### config.mk
export PLATFORM = sky130hd
export DESIGN_NAME = visual_peak_history
export DESIGN_NICKNAME = d
export VERILOG_FILES = /design/src/rtl/visual_peak_history.sv
export SDC_FILE = /design/constraint.sdc
export NUM_CORES = 2
export LEC_CHECK = 0
export ABC_AREA = 0
export CORE_MARGIN = 8
export CORE_UTILIZATION = 55
export DETAILED_ROUTE_END_ITERATION = 8
export PLACE_DENSITY = 0.72
export SYNTH_ARGS = -nofsm -noshare
export SYNTH_HDL_FRONTEND = slang
export SYNTH_SLANG_ARGS = --single-unit
### constraint.sdc
create_clock -name iCLK -period 7.6 [get_ports iCLK]
set_input_delay 1.52 -clock iCLK [delete_from_list [all_inputs] [get_ports iCLK]]
set_output_delay 1.52 -clock iCLK [all_outputs]
set_load 0.01 [all_outputs]
### src/rtl/visual_peak_history.sv
`default_nettype none
// ============================================================================
// visual_peak_history : scrolling multi-lane peak history, hold markers, draw modes
// Revision 1.0
// ============================================================================
module visual_peak_history #(
  parameter int CH     = 2,
  parameter int DEPTH  = 64,
  parameter int COL_W  = 8,
  parameter int X0     = 64,
  parameter int Y0     = 0,
  parameter int LANE_H = 160,
  parameter int DECAY  = 4
) (
  input  logic              iCLK,
  input  logic              iRST,
  input  logic              iFS,
  input  logic [CH*15-1:0]  iPEAK,
  input  logic [1:0]        iMODE,
  input  logic              iFREEZE,
  input  logic [9:0]        iX,
  input  logic [9:0]        iY,
  output logic [9:0]        oR,
  output logic [9:0]        oG,
  output logic [9:0]        oB
);

  localparam int AW = (DEPTH > 1) ? $clog2(DEPTH) : 1;
  localparam int SW = $clog2(COL_W);
  localparam int CW = (DECAY > 1) ? $clog2(DECAY) : 1;
  localparam int LW = (CH > 1) ? $clog2(CH) : 1;

  localparam logic [10:0]   c_x0       = 11'(X0);
  localparam logic [10:0]   c_xw       = 11'(DEPTH * COL_W);
  localparam logic [10:0]   c_y0       = 11'(Y0);
  localparam logic [10:0]   c_lane_top = 11'(LANE_H - 1);
  localparam logic [10:0]   c_half     = 11'(LANE_H / 2);
  localparam logic [CW-1:0] c_dec_last = CW'(DECAY - 1);

  // ---------------------------------------------------------------------------
  // History storage and hold tracking
  // ---------------------------------------------------------------------------
  logic [6:0]    mem_q  [CH][DEPTH];
  logic [6:0]    hold_q [CH];
  logic [CW-1:0] cnt_q  [CH];
  logic [AW-1:0] wp_q;
  logic          fs_q;

  logic          w_push;
  logic [6:0]    w_h [CH];
  logic          w_unused_peak_lsbs;

  assign w_push = iFS & ~fs_q & ~iFREEZE;

  always_comb begin
    w_unused_peak_lsbs = 1'b0;
    for (int k = 0; k < CH; k++) begin
      w_h[k]             = iPEAK[15*k+8 +: 7];
      w_unused_peak_lsbs = w_unused_peak_lsbs ^ (^iPEAK[15*k +: 8]);
    end
  end

  always_ff @(posedge iCLK) begin
    if (iRST) begin
      fs_q <= 1'b0;
      wp_q <= '0;
      for (int k = 0; k < CH; k++) begin
        hold_q[k] <= '0;
        cnt_q[k]  <= '0;
        for (int d = 0; d < DEPTH; d++) begin
          mem_q[k][d] <= '0;
        end
      end
    end else begin
      fs_q <= iFS;
      if (w_push) begin
        wp_q <= wp_q + 1'b1;
        for (int k = 0; k < CH; k++) begin
          mem_q[k][wp_q] <= w_h[k];
          if (w_h[k] >= hold_q[k]) begin
            hold_q[k] <= w_h[k];
            cnt_q[k]  <= '0;
          end else if (cnt_q[k] == c_dec_last) begin
            hold_q[k] <= (hold_q[k] == 7'd0) ? 7'd0 : hold_q[k] - 7'd1;
            cnt_q[k]  <= '0;
          end else begin
            cnt_q[k] <= cnt_q[k] + 1'b1;
          end
        end
      end
    end
  end

  // ---------------------------------------------------------------------------
  // Stage 1: decode coordinates, fetch history entry and hold for the lane
  // ---------------------------------------------------------------------------
  logic [10:0]   w_dx;
  logic [10:0]   w_dy;
  logic [10:0]   w_row;
  logic          w_inx;
  logic          w_lane_ok;
  logic [LW-1:0] w_lane;
  logic [AW-1:0] w_col;
  logic [AW-1:0] w_idx;
  logic [6:0]    w_hsel;
  logic [6:0]    w_hold_sel;

  always_comb begin
    w_dx      = {1'b0, iX} - c_x0;
    w_dy      = {1'b0, iY} - c_y0;
    w_inx     = ({1'b0, iX} >= c_x0) && (w_dx < c_xw);
    w_col     = AW'(w_dx >> SW);
    // wp - DEPTH + c folds to wp + c modulo DEPTH; column DEPTH-1 lands on wp-1
    w_idx     = wp_q + w_col;
    w_lane_ok = 1'b0;
    w_lane    = '0;
    w_row     = '0;
    for (int k = 0; k < CH; k++) begin
      if (({1'b0, iY} >= c_y0) &&
          (w_dy >= 11'(k * LANE_H)) && (w_dy < 11'((k + 1) * LANE_H))) begin
        w_lane_ok = 1'b1;
        w_lane    = LW'(k);
        w_row     = w_dy - 11'(k * LANE_H);
      end
    end
    w_hsel     = mem_q[w_lane][w_idx];
    w_hold_sel = hold_q[w_lane];
  end

  logic          s1_vld_q;
  logic [LW-1:0] s1_lane_q;
  logic [10:0]   s1_row_q;
  logic [6:0]    s1_h_q;
  logic [6:0]    s1_hold_q;
  logic [1:0]    s1_mode_q;

  always_ff @(posedge iCLK) begin
    if (iRST) begin
      s1_vld_q  <= 1'b0;
      s1_lane_q <= '0;
      s1_row_q  <= '0;
      s1_h_q    <= '0;
      s1_hold_q <= '0;
      s1_mode_q <= '0;
    end else begin
      s1_vld_q  <= w_inx & w_lane_ok;
      s1_lane_q <= w_lane;
      s1_row_q  <= w_row;
      s1_h_q    <= w_hsel;
      s1_hold_q <= w_hold_sel;
      s1_mode_q <= iMODE;
    end
  end

  // ---------------------------------------------------------------------------
  // Stage 2: lit test per draw mode, hold marker, colour assignment
  // ---------------------------------------------------------------------------
  logic [10:0] w_b;
  logic [10:0] w_h11;
  logic [10:0] w_hold11;
  logic [10:0] w_mdiff;
  logic [10:0] w_ddiff;
  logic        w_lit;
  logic        w_marker;
  logic [9:0]  w_val;
  logic [9:0]  r_d;
  logic [9:0]  g_d;
  logic [9:0]  b_d;
  logic [9:0]  r_q;
  logic [9:0]  g_q;
  logic [9:0]  b_q;

  always_comb begin
    w_b      = c_lane_top - s1_row_q;
    w_h11    = {4'b0000, s1_h_q};
    w_hold11 = {4'b0000, s1_hold_q};
    w_mdiff  = (w_b >= c_half) ? (w_b - c_half) : (c_half - w_b);
    w_ddiff  = (w_b >= w_h11) ? (w_b - w_h11) : (w_h11 - w_b);
    w_val    = {s1_h_q, 3'b000};
    case (s1_mode_q)
      2'd0:    w_lit = (w_b >= 11'd1) && (w_b <= w_h11);
      2'd1:    w_lit = (s1_h_q != 7'd0) && (w_mdiff <= {5'b00000, s1_h_q[6:1]});
      2'd2:    w_lit = (s1_h_q != 7'd0) && (w_ddiff <= 11'd1);
      default: w_lit = 1'b0;
    endcase
    w_marker = (s1_mode_q != 2'd3) && (s1_hold_q != 7'd0) && (w_b == w_hold11);

    r_d = '0;
    g_d = '0;
    b_d = '0;
    if (s1_vld_q) begin
      if (w_marker) begin
        r_d = 10'd1023;
        g_d = 10'd1023;
        b_d = 10'd1023;
      end else if (w_lit) begin
        case (int'(s1_lane_q))
          0:       r_d = w_val;
          1:       g_d = w_val;
          2:       b_d = w_val;
          default: begin
            r_d = w_val;
            g_d = w_val;
            b_d = w_val;
          end
        endcase
      end
    end
  end

  always_ff @(posedge iCLK) begin
    if (iRST) begin
      r_q <= '0;
      g_q <= '0;
      b_q <= '0;
    end else begin
      r_q <= r_d;
      g_q <= g_d;
      b_q <= b_d;
    end
  end

  assign oR = r_q;
  assign oG = g_q;
  assign oB = b_q;

endmodule
`default_nettype wire

==> impl_metrics.tcl <==
set metrics [dict create \
    status "finished clean" \
    ctsResizeCount 0 \
    ys_types 71 \
    ys_seq_area_frac 0.621 \
    m1WireLength_mm 42.4 \
    cts_buffer_depth 3 \
    routed-wl-met3_mm 8.24 \
    ys_async_sr_fraction 0 \
    drtIter0Drc 2698 \
    crit_fanout 60 \
    rows 106 \
    setup_viol 0 \
    min_period_ns 5.29 \
    worstSetupEndpointType "register" \
    syn2layout_area_growth_pct 8.99 \
    rsz0062_at_grt "no" \
    start_util 0.552 \
    portBuffers 66 \
    cts_sinks 965 \
    post-place-ws_ns 1.79 \
    avgSynthCellArea_sq_um 13.9 \
    final_common_cell "edfxtp_1" \
    grt_use_total 0.227 \
    grt_pass1_wl_mm 163 \
    top_layer "met4" \
    irDropWorstVdd_v 0.000151 \
    n_fill_cell 6115 \
    worstSetupPathType "in -> reg" \
    tns_ns 0 \
    wirelength_mm 107 \
    cts_setup_buffers 0 \
    grt_max_degree 76 \
    skew_ns 0.0203 \
    required_ns 8.07 \
    clock_latency_ns 0.66 \
    dr.pass1.iters 6 \
    startpoint "iY[5]" \
    drv_cap 0 \
    max_freq_mhz 189 \
    ctsHtreeMaxLevel 3 \
    path_clk_slew_ns 0.06 \
    pwr_density_cell_nw_per_um2 240 \
    vias_per_cell 6.24 \
    drcViolationCount 0 \
    min_from "s1_h_q[0]$_SDFF_PP0_" \
    core_area_sq_um 83200 \
    startpoint_type "input pin" \
    syn_area_sq_um 45900 \
    multi_input_area_sq_um 15900 \
    final_hold_viol_count 0 \
    synth_nets 3421 \
    cts_made_buffers 96 \
    overflow 0 \
    wl_met2_mm 53.1 \
    die_area_sq_um 92900 \
    hold_class "reg -> reg" \
    worst_slack_ns 2.31 \
    drive_gt1_frac 0.156 \
    p_leak_nw 17.2 \
    ios 86 \
    power_mw 12.0 \
    timing.rr.start "s1_row_q[5]$_SDFF_PP0_" \
    slew_violations 0 \
    die_h_um 305 \
    seqCellArea_sq_um 28500 \
    synthCells 3304 \
    layout_common_cells "edfxtp_1, and2_1, mux4_2" \
    grt_pass1_vias 27500 \
    hpwl_mm 63.2 \
    synth_ff_type "edfxtp_1" \
    avgRoutedWirePerCell_um 24.6 \
    synth_edf_count 914 \
    yosys_warnings 0 \
    postCtsHoldBufs 0 \
    cts-root-buf "clkbuf_16" \
    gp_congestion 0.891 \
    cts_tree "yes" \
    slew_headroom 0.180 \
    arrival_ns 5.76 \
    synth_seq_cells 965 \
    antenna_found_initial 0 \
    fin_nets 3307 \
    diodes 0 \
    tightestPinTransition_ns 1.23 \
    fin_crit_sh 0.696 \
    die_w_um 305 \
    vias 27100 \
    final_antenna_net_count 0 \
]
## worst max-delay path: stages
cell	delay [ns]
clkdlybuf4s50_1	0.55
inv_1	0.09
ha_1	0.24
nor2b_1	0.18
nor3_1	0.14
a21oi_4	0.52
buf_12	0.48
mux4_2	0.59
a22oi_1	0.35
nand4_1	0.28
o21ai_1	0.48
nand3_1	0.24
## flip-flops by register name, summed over array words and instances, names as in the netlist, 2 cells and up
name       count
cnt_q          4
hold_q        14
mem_q        896
oG             7
oR             8
s1_h_q         7
s1_hold_q      7
s1_mode_q      2
s1_row_q      11
wp_q           6
## layout make-up
type | count | share of cell area
clock buffers | 125 | 0.0529
clock inverters | 49 | 0.00821
inverters | 44 | 0.00330
multi-input cells | 1973 | 0.319
flip-flops and latches | 965 | 0.569
well taps | 1080 | 0.0270
repair buffers | 110 | 0.0202
## metrics by stage
step | cells | hold slack (ns) | util | instance area [sq um]
after global placement | 4172 | 0.493 | 0.564 | 46900
after CTS | 4346 | 0.505 | 0.601 | 50000
final | 4346 | 0.512 | 0.601 | 50000
after global routing | 4346 | 0.534 | 0.601 | 50000
after detailed placement | 4172 | 0.497 | 0.564 | 46900
after floorplan | 3304 | 0.445 | - | 45900
## logic make-up after synthesis
| kind of cell | after synthesis | share of synthesized area |
|---|---|---|
| AO/OA/AOI/OAI | 215 | 0.0346 |
| XOR/XNOR | 40 | 0.00764 |
| adder cells (fa/ha/maj) | 61 | 0.0171 |
| buffers and inverters | 366 | 0.0327 |
| flip-flops | 965 | 0.621 |
| multiplexers | 255 | 0.117 |
| AND/OR/NAND/NOR | 1402 | 0.171 |
## metal layers
layer  global-route usage  vias to the layer above
met5                    0                        -
met4               0.0743                        0
met3               0.0337                      186
met2                0.383                     1060
met1                0.303                    14000
li1                     -                    11900
## Yosys cell counts, types with 10 or more instances
library cell | instances | area share
nand4_1 | 35 | 0.0048
mux2i_1 | 28 | 0.0061
clkbuf_1 | 257 | 0.021
o21ai_0 | 10 | 0.0011
nor2b_1 | 11 | 0.0015
and2_1 | 711 | 0.097
edfxtp_1 | 914 | 0.60
dfxtp_1 | 51 | 0.022
ha_1 | 58 | 0.016
o21ai_1 | 16 | 0.0017
buf_1 | 20 | 0.0016
nand2b_1 | 14 | 0.0019
inv_1 | 44 | 0.0036
nand2_1 | 137 | 0.011
xor2_1 | 14 | 0.0027
buf_4 | 23 | 0.0038
buf_2 | 20 | 0.0022
nor3_1 | 205 | 0.022
xnor2_1 | 26 | 0.0050
a21o_1 | 21 | 0.0034
nor2_1 | 133 | 0.011
or2_2 | 68 | 0.0093
nand3_1 | 56 | 0.0061
a32oi_1 | 14 | 0.0027
a21oi_1 | 35 | 0.0038
mux4_2 | 224 | 0.11
a22oi_1 | 56 | 0.0092
## power by group
group	total [mW]	internal, mW	switching, mW
combinational	1.21	0.467	0.744
sequential	6.13	6.04	0.0885
clock	4.64	2.66	1.99
total	12.0	9.16	2.82
## path summary, 6_finish.rpt
check / end / slack [ns] / cells past startpoint
max: s1_h_q[3]$_SDFF_PP0_ / 2.31 / 12
min: oG[3]$_SDFF_PP0_ / 0.51 / 2
max reg2reg: oR[8]$_SDFF_PP0_ / 3.02 / 15
min reg2reg: oG[3]$_SDFF_PP0_ / 0.51 / 2
Power figures use the tool's default switching activity.
